## src/rtl/data_detransposer.sv

```systemverilog
// Reads prec bit-planes from the MVU output RAM into a plane buffer, then
// streams the NUM_WORDS elements back out one at a time as XLEN-bit words,
// zero- or sign-extended, through a valid/ready handshake.
module data_detransposer #(
  parameter int NUM_WORDS     = 64,
  parameter int XLEN          = 32,
  parameter int MVU_ADDR_LEN  = 15,
  parameter int MVU_DATA_LEN  = 64,
  parameter int MAX_DATA_PREC = 16
) (
  input  logic                          clk,
  input  logic                          rst,
  input  logic [4:0]                    prec,
  input  logic [MVU_ADDR_LEN-1:0]       baddr,
  input  logic                          is_signed,
  input  logic                          start,
  output logic                          busy,
  output logic                          done,
  output logic                          mvu_rd_en,
  output logic [MVU_ADDR_LEN-1:0]       mvu_rd_addr,
  input  logic [MVU_DATA_LEN-1:0]       mvu_rd_word,
  output logic                          ovalid,
  input  logic                          oready,
  output logic [XLEN-1:0]               oword,
  output logic [$clog2(NUM_WORDS)-1:0]  oidx
);

  localparam int IDX_W = $clog2(NUM_WORDS);
  localparam int ROW_W = $clog2(MAX_DATA_PREC);

  typedef enum logic [1:0] {IDLE, READ, WAIT, EMIT} state_t;

  state_t                    state;
  state_t                    state_nxt;
  logic [4:0]                prec_q;
  logic [MVU_ADDR_LEN-1:0]   baddr_q;
  logic                      signed_q;
  logic [4:0]                rd_cnt;
  logic                      cap_en;
  logic [ROW_W-1:0]          cap_row;
  logic [MVU_DATA_LEN-1:0]   planes [MAX_DATA_PREC];
  logic [IDX_W-1:0]          oidx_q;
  logic                      done_q;
  logic                      start_ok;
  logic                      last_rd;
  logic                      hs;
  logic                      last_elem;

  assign start_ok    = start && (prec != 5'd0) && (int'(prec) <= MAX_DATA_PREC);
  assign last_rd     = (rd_cnt == prec_q - 5'd1);
  assign hs          = (state == EMIT) && oready;
  assign last_elem   = (oidx_q == IDX_W'(NUM_WORDS - 1));

  assign busy        = (state != IDLE);
  assign done        = done_q;
  assign mvu_rd_en   = (state == READ);
  assign mvu_rd_addr = baddr_q + MVU_ADDR_LEN'(rd_cnt);
  assign ovalid      = (state == EMIT);
  assign oidx        = oidx_q;

  // State register
  always_ff @(posedge clk) begin
    if (rst) state <= IDLE;
    else     state <= state_nxt;
  end

  // Next-state logic: read planes, one cycle for the last plane to land, then emit
  always_comb begin
    state_nxt = state;
    case (state)
      IDLE: if (start_ok) state_nxt = READ;
      READ: if (last_rd) state_nxt = WAIT;
      WAIT: state_nxt = EMIT;
      EMIT: if (hs && last_elem) state_nxt = IDLE;
      default: state_nxt = IDLE;
    endcase
  end

  // Latch transfer parameters only when a legal start is accepted from IDLE
  always_ff @(posedge clk) begin
    if (rst) begin
      prec_q   <= 5'd0;
      baddr_q  <= '0;
      signed_q <= 1'b0;
    end else if (state == IDLE && start_ok) begin
      prec_q   <= prec;
      baddr_q  <= baddr;
      signed_q <= is_signed;
    end
  end

  // Plane read counter, doubles as the address offset during READ
  always_ff @(posedge clk) begin
    if (rst)                          rd_cnt <= 5'd0;
    else if (state == IDLE && start_ok) rd_cnt <= 5'd0;
    else if (state == READ && !last_rd) rd_cnt <= rd_cnt + 5'd1;
  end

  // Delay the read strobe and row number to line up with the RAM's one-cycle latency
  always_ff @(posedge clk) begin
    if (rst) begin
      cap_en  <= 1'b0;
      cap_row <= '0;
    end else begin
      cap_en  <= mvu_rd_en;
      cap_row <= rd_cnt[ROW_W-1:0];
    end
  end

  // Plane buffer: contents are fully rewritten by each transfer so no reset
  always_ff @(posedge clk) begin
    if (cap_en) planes[cap_row] <= mvu_rd_word;
  end

  // Element index advances on each accepted output and wraps for the next transfer
  always_ff @(posedge clk) begin
    if (rst) oidx_q <= '0;
    else if (hs) begin
      if (last_elem) oidx_q <= '0;
      else           oidx_q <= oidx_q + IDX_W'(1);
    end
  end

  // Done pulses in the cycle after the final handshake
  always_ff @(posedge clk) begin
    if (rst) done_q <= 1'b0;
    else     done_q <= hs && last_elem;
  end

  // Assemble the element: row 0 is the MSB, rows at or above prec are ignored
  always_comb begin
    logic             ext;
    logic [ROW_W-1:0] row;
    oword = '0;
    row   = '0;
    ext   = signed_q & planes[0][oidx_q];
    for (int b = 0; b < XLEN; b++) begin
      if (b < int'(prec_q)) begin
        row      = ROW_W'(int'(prec_q) - 1 - b);
        oword[b] = planes[row][oidx_q];
      end else begin
        oword[b] = ext;
      end
    end
  end

endmodule
```

## config.mk

```make
export PLATFORM = sky130hd
export DESIGN_NAME = data_detransposer
export DESIGN_NICKNAME = d
export VERILOG_FILES = /design/src/rtl/data_detransposer.sv
export SDC_FILE = /design/constraint.sdc
export NUM_CORES = 2
export LEC_CHECK = 0
export CAP_MARGIN = 30
export CORE_ASPECT_RATIO = 1.2
export CORE_MARGIN = 5
export CORE_UTILIZATION = 39
export CTS_BUF_LIST = sky130_fd_sc_hd__clkbuf_4 sky130_fd_sc_hd__clkbuf_8
export DETAILED_ROUTE_END_ITERATION = 6
export SLEW_MARGIN = 20
export SYNTH_ARGS = -nofsm -noshare
export SYNTH_HDL_FRONTEND = slang
export SYNTH_SLANG_ARGS = --single-unit
```

## constraint.sdc

```tcl
create_clock -name clk -period 7.6 [get_ports clk]
set_clock_uncertainty 0.2 [all_clocks]
set_input_delay 1.14 -clock clk [delete_from_list [all_inputs] [get_ports clk]]
set_output_delay 1.14 -clock clk [all_outputs]
set_load 0.1 [all_outputs]
```

== Yosys cells after proc, flatten, opt, wreduce, memory -nomap -nowiden ==
Memories as Yosys holds them, arrays and structs flattened.
Cells that the tools add are included.

* RAM bits: 1,024
* Logic and storage cells: 201
* Bits in latches: 0
* Output and inout port bits: 57
* Memory bits (read-only): 0
* Input port bits: 89
* Register bits: 40
* Memories: 1

{| class="wikitable"
|+ Memories
! name !! words !! width !! read ports !! clocked after memory_dff !! wr ports !! RTL line !! text
|-
| planes || 16 || 64 || 32 || 0 || 1 || 41 || <nowiki>logic [MVU_DATA_LEN-1:0] planes [MAX_DATA_PREC];</nowiki>
|}

* $add $sub $neg: 35
* Shift operators: 0
* Mux-type cells: 102
* Equality and inequality tests: 8
* Reduce and logical (&&, ||, !) cells: 12
* Bitwise gates (word level): 1
* $lt $le $gt $ge: 33
* Divide/modulo/power cells: 0
* Multipliers: 0

{| class="wikitable"
|+ Operators with widths
! cell !! count
|-
| 1-bit binary-select mux with 6-bit select || 32
|-
| 5-bit less-than comparator, first input constant || 15
|-
| 1-bit 2-to-1 mux || 65
|-
| 4-bit subtractor, second input constant || 16
|-
| 4-bit by 5-bit less-than comparator with 1-bit output, first input constant || 8
|-
| 4-bit by 3-bit subtractor with 4-bit output, second input constant || 8
|-
| 3-bit by 5-bit less-than comparator with 1-bit output, first input constant || 4
|-
| 4-bit by 2-bit subtractor with 4-bit output, second input constant || 4
|-
| 15-bit by 5-bit adder with 15-bit output || 1
|-
| 4-bit by 1-bit subtractor with 4-bit output, second input constant || 3
|-
| 1-bit by 5-bit less-than comparator with 1-bit output, first input constant || 2
|-
| 2-bit by 5-bit less-than comparator with 1-bit output, first input constant || 2
|-
| 2-bit case mux with 4 select lines || 1
|-
| 6-bit by 7-bit less-than comparator with 1-bit output, second input constant || 1
|-
| 6-bit by 1-bit adder with 6-bit output, second input constant || 1
|-
| 6-bit equality test, second input constant || 1
|-
| 1-bit logical AND || 6
|-
| 2-bit 2-to-1 mux || 3
|-
| 6-bit 2-to-1 mux || 1
|-
| 5-bit by 1-bit adder with 5-bit output, second input constant || 1
|-
| 5-bit equality test || 1
|-
| 5-bit <= comparator, second input constant || 1
|-
| 5-bit nonzero test || 1
|-
| 5-bit by 1-bit subtractor with 5-bit output, second input constant || 1
|-
| 10 further kinds || 12
|}

== Longest topological paths before layout ==
An unclocked memory read counts as a cell.

* Depth after elaboration: 6
* Gate-level depth with buffers: 28
* Depth with buffers taken out: 13

== Worst setup path before layout ==
Ideal clock, no wire load.

* Path kind: reg-to-output
* Start: reg prec_q[0]
* End: out oword[15]
* Required time: 6,260 ps
* Stages on the path, launching flop included: 24
* Path buffers: 12
* Path slack: -716 ps
* Data arrival time: 6,976 ps
* Path through: dfxtp_1 > buf_4 > inv_1 > buf_2 > buf_4 > buf_2 > buf_2 > clkbuf_1 > buf_2 > ha_1 > buf_4 > buf_6 > buf_6 > or2_2 > o21a_1 > o211ai_4 > buf_2 > buf_1 > o21ai_0 > a221o_1 > o2111a_1 > nand3_1 > o21ai_0 > a211oi_1

* Longest elaborated chain between the ends: 6
* Elaborated cells between the ends (all ways): 7
* Those cells by class: 2 x add/sub; 1 x order compare; 3 x mux; 1 x memory

{| class="wikitable"
|+ Ends and longest elaborated chain
! what !! RTL line !! text
|-
| start: declaration || 35 || <nowiki>logic [4:0] prec_q;</nowiki>
|-
| start signal: assignment || 86 || <nowiki>prec_q <= prec;</nowiki>
|-
| 4-bit by 1-bit subtractor with 4-bit output (2 in a row) || 139 || <nowiki>row = ROW_W'(int'(prec_q) - 1 - b);</nowiki>
|-
| memory 16 x 64 bit || n/a ||
|-
| 1-bit binary-select mux with 6-bit select || 140 || <nowiki>oword[b] = planes[row][oidx_q];</nowiki>
|-
| 1-bit 2-to-1 mux (implied by the code) || 140 ||
|-
| 1-bit 2-to-1 mux (*) || 138 || <nowiki>if (b < int'(prec_q)) begin</nowiki>
|-
| end: declaration || 24 || <nowiki>output logic [XLEN-1:0] oword,</nowiki>
|}

Mark *: on every way between the ends. The rest lies on a longest branch, timed or not. The select of a mux whose other input is x is not followed.

== Worst setup path in the final report ==
Ends and elaborated chain as after synthesis.

==> results.cfg <==
[global_route]
grt-ovfl-total = 0
track_usage_pct = 40.6
grt_max_degree = 168
top_usage_layer = met2
grt_pass1_wl_mm = 676
met2_usage_pct = 60.9
grt_use_met1_pct = 50.0
grt_util_met3_pct = 11.8
grt_pass1_vias = 77500
antenna_found_initial = 67

[final_layout]
fillCellCount = 21700
area_growth_pct = 12.9
nNetsFinal = 8814
post-route-util_pct = 44.2
drive_gt1_share_pct = 24.0

[die]
fp-row-count = 193
die_h_um = 536
dieWidth_um = 449
initial_core_util_pct = 39.1
num_io_pins = 146
fp.coreArea_sq_um = 230000
die-area_sq_um = 241000

[worst_setup_path]
worst_path_max_delay_cell = a2111oi_0
critical_path.max_stage_delay_ps = 730
cp.arrival_ps = 6410
worstPathMaxFanout = 71
crit_chain = inv_8, ha_4, buf_2, or3b_2, o21a_2, o211ai_4, buf_4, buf_12, o21ai_0, o21ai_0, mux2i_1, a2111oi_0, nor3_1, o21ai_1, a211oi_2, buf_12
r2r_start = oidx[2]$_SDFFE_PP0P_
crit_required_ps = 6260
startpoint_type = flip-flop
crit_type = flip-flop to output pin
r2r_slack_ps = 3900
rr_endpoint = state[0]$_SDFFE_PP0P_
end_kind = output pin
reg2reg_depth = 7

[synth]
synth-edff-count = 1024
synthesis.area_sq_um = 90100
syn_inst = 8588
syn_nets = 8692
yosysUniqueCellTypes = 100
ys_ff_latch = 1064
yosysSeqAreaShare_pct = 35.0
async_reset_ff_share_pct = 0
synthFlopType = edfxtp_1
avgSynthCellArea_sq_um = 10.5
yosysWarningCount = 0

[timing]
worst_pin_slew_ps = 1180
hold_viol = 0
final.min_clock_period_ps = 7750
setup_tns_ps = -474
rsz0062_at_grt = true
drv_slew = 0
timing.fmax_mhz = 129
fin_crit_sh_pct = 102
whs_ps = 263
slew_headroom_pct = 20.7
setup_viol = 9
layout_setup_ws_ps = -151

[clock_tree]
cts_tree = built
clock_latency_ps = 1020
cts_inserted_buffers = 195
clk_pin_slew_ps = 70
cts.sinks = 1064
cts_buffer_depth = 4
cts_hold_buf = 0
cts-root-buf = clkbuf_8
htree_num_levels = 4

[power]
p_leak_nw = 34.5
vdd_drop_max_uv = 246
fin_total_pwr_mw = 31.6
power_density_nw_per_um2 = 311

[route]
drc = 4
dr.pass1.iters = 7
routedWlPerCell_um = 42.9
viasPerCell = 7.08
vias = 84400
antenna_left = 0
drtIter0Drc = 13200
wirelength_mm = 512

[place]
place_ws_ps = 440
place.gp.congestion = 1.12
io_buffers = 145
dp_hpwl_mm = 377

[hold_path]
holdCritStartpoint = baddr_q[4]$_SDFFE_PP0P_
hold_depth = 2
hold_class = flip-flop to flip-flop
hold_end = baddr_q[4]$_SDFFE_PP0P_

[status]
outcome = finished, violations left
failed_checks = design-rule violations, negative setup slack

[job]
maxCapViolCount = 0
[report_power, final]
group          internal, mW  switching [mW]  total (mW)
Sequential             6.53           0.119        6.65
Clock                  3.11            2.73        5.84
Combinational          6.91            12.2        19.1
[timing repair]
item	in CTS	in global routing
endpoints found under the setup margin	30	30
pin swaps	7	9
resized for setup	70	69
buffers inserted	10	22
cloned	1	5
[worst max-delay path by stage]
stage / start / endpoint / slack [ps] / cells past startpoint
CTS: prec_q[0]$_SDFFE_PP0P_ / oword[2] / 6 / 20
detailed placement: prec_q[0]$_SDFFE_PP0P_ / oword[2] / 440 / 18
global placement: prec_q[0]$_SDFFE_PP0P_ / oword[2] / 380 / 18
finish: prec_q[0]$_SDFFE_PP0P_ / oword[15] / -150 / 16
global route: prec_q[0]$_SDFFE_PP0P_ / oword[2] / -100 / 20
floorplan: prec_q[0]$_SDFFE_PP0P_ / oword[2] / -710 / 25
[layout by cell type (no fill, tap or decap), types with 25 or more instances in the layout]
cell             instances
a211oi_1               299
a21oi_1                611
a31oi_1                 91
a32oi_1                 29
and3_1                  30
buf_12                  88
buf_4                  499
clkbuf_4                46
clkbuf_8               199
clkdlybuf4s50_1        114
clkinv_1                40
clkinv_2                38
dfxtp_1                 32
diode_2                 37
edfxtp_1              1024
inv_1                   31
mux2_2                 334
mux2i_1               1086
mux4_2                 680
nand2_1               1153
nand3_1                172
nand4_1                 53
nor2_1                 701
nor2b_1                117
nor3_1                 115
nor4_1                  31
o2111ai_1               27
o211ai_1               123
o21a_1                  25
o21ai_0                352
o21ai_1                 55
o22ai_1                 52
[critical path, delay by kind of cell (launching register included)]
kind / cells / cell delay (ps)
mux: 1 / 120
simple gates: 2 / 730
compound gates: 7 / 2540
buf+inv: 5 / 1080
flops: 1 / 420
fa+ha+maj: 1 / 340
[flip-flops by register name, summed over array words and instances, names as in the netlist]
| register | flops |
|---|---|
| planes | 1024 |
| baddr_q | 15 |
| oidx | 6 |
| prec_q | 5 |
| rd_cnt | 5 |
| cap_row | 4 |
| state | 2 |
| cap_en | 1 |
| done | 1 |
| signed_q | 1 |
[cells in the mapped netlist (29+ instances only)]
cell type / count / share of area, %
clkbuf_1: 205 / 0.85
edfxtp_1: 1024 / 34
o22ai_1: 52 / 0.36
buf_2: 377 / 2.1
o2111ai_1: 29 / 0.28
nor2b_1: 118 / 0.82
nor4_1: 37 / 0.26
mux4_2: 680 / 17
o211ai_1: 123 / 1.0
nand4_1: 53 / 0.37
nor2_1: 734 / 3.1
and3_1: 30 / 0.21
dfxtp_1: 40 / 0.89
mux2i_1: 1097 / 12
o31ai_1: 29 / 0.24
buf_1: 68 / 0.28
nand2_1: 1159 / 4.8
buf_4: 142 / 1.2
mux2_2: 334 / 4.2
buf_6: 30 / 0.38
inv_1: 35 / 0.15
a32oi_1: 29 / 0.28
a31oi_1: 94 / 0.65
a21oi_1: 618 / 3.4
a211oi_1: 304 / 2.5
nor3_1: 122 / 0.68
nand3_1: 172 / 0.96
o21ai_0: 402 / 2.2
[cell type report]
| cell class | count | area, sq um | area share [%] |
|---|---|---|---|
| Multi-Input combinational cell | 6666 | 54900 | 54.0 |
| Sequential cell | 1064 | 31600 | 31.0 |
| Timing Repair Buffer | 746 | 7280 | 7.16 |
| Tap cell | 3022 | 3780 | 3.72 |
| Clock buffer | 245 | 3080 | 3.03 |
| Clock inverter | 103 | 843 | 0.829 |
| Inverter | 37 | 151 | 0.149 |
| Antenna cell | 37 | 92.6 | 0.0910 |
[stage by stage]
| stage | area (sq um) | cells |
|---|---|---|
| global route | 102000 | 11900 |
| detailed placement | 96800 | 11500 |
| floorplan | 90100 | 8588 |
| CTS | 101000 | 11900 |
| finish | 102000 | 11900 |
| global placement | 96600 | 11500 |
[per-layer routing]
layer  up-vias  part of all wire, %
met3      1594                   12
met2      6350                   43
met1     42600                   36
li1      33800                    -
met5         -                0.046
met4        36                  8.9
[cell families after synthesis]
family	share of synthesized area, %
adder cells (fa/ha/maj)	0.217
AND/OR/NAND/NOR	11.9
flip-flops	35.0
multiplexers	33.5
buffers and inverters	4.96
AO/OA/AOI/OAI	13.9
XOR/XNOR	0.553
Power figures use the tool's default switching activity.
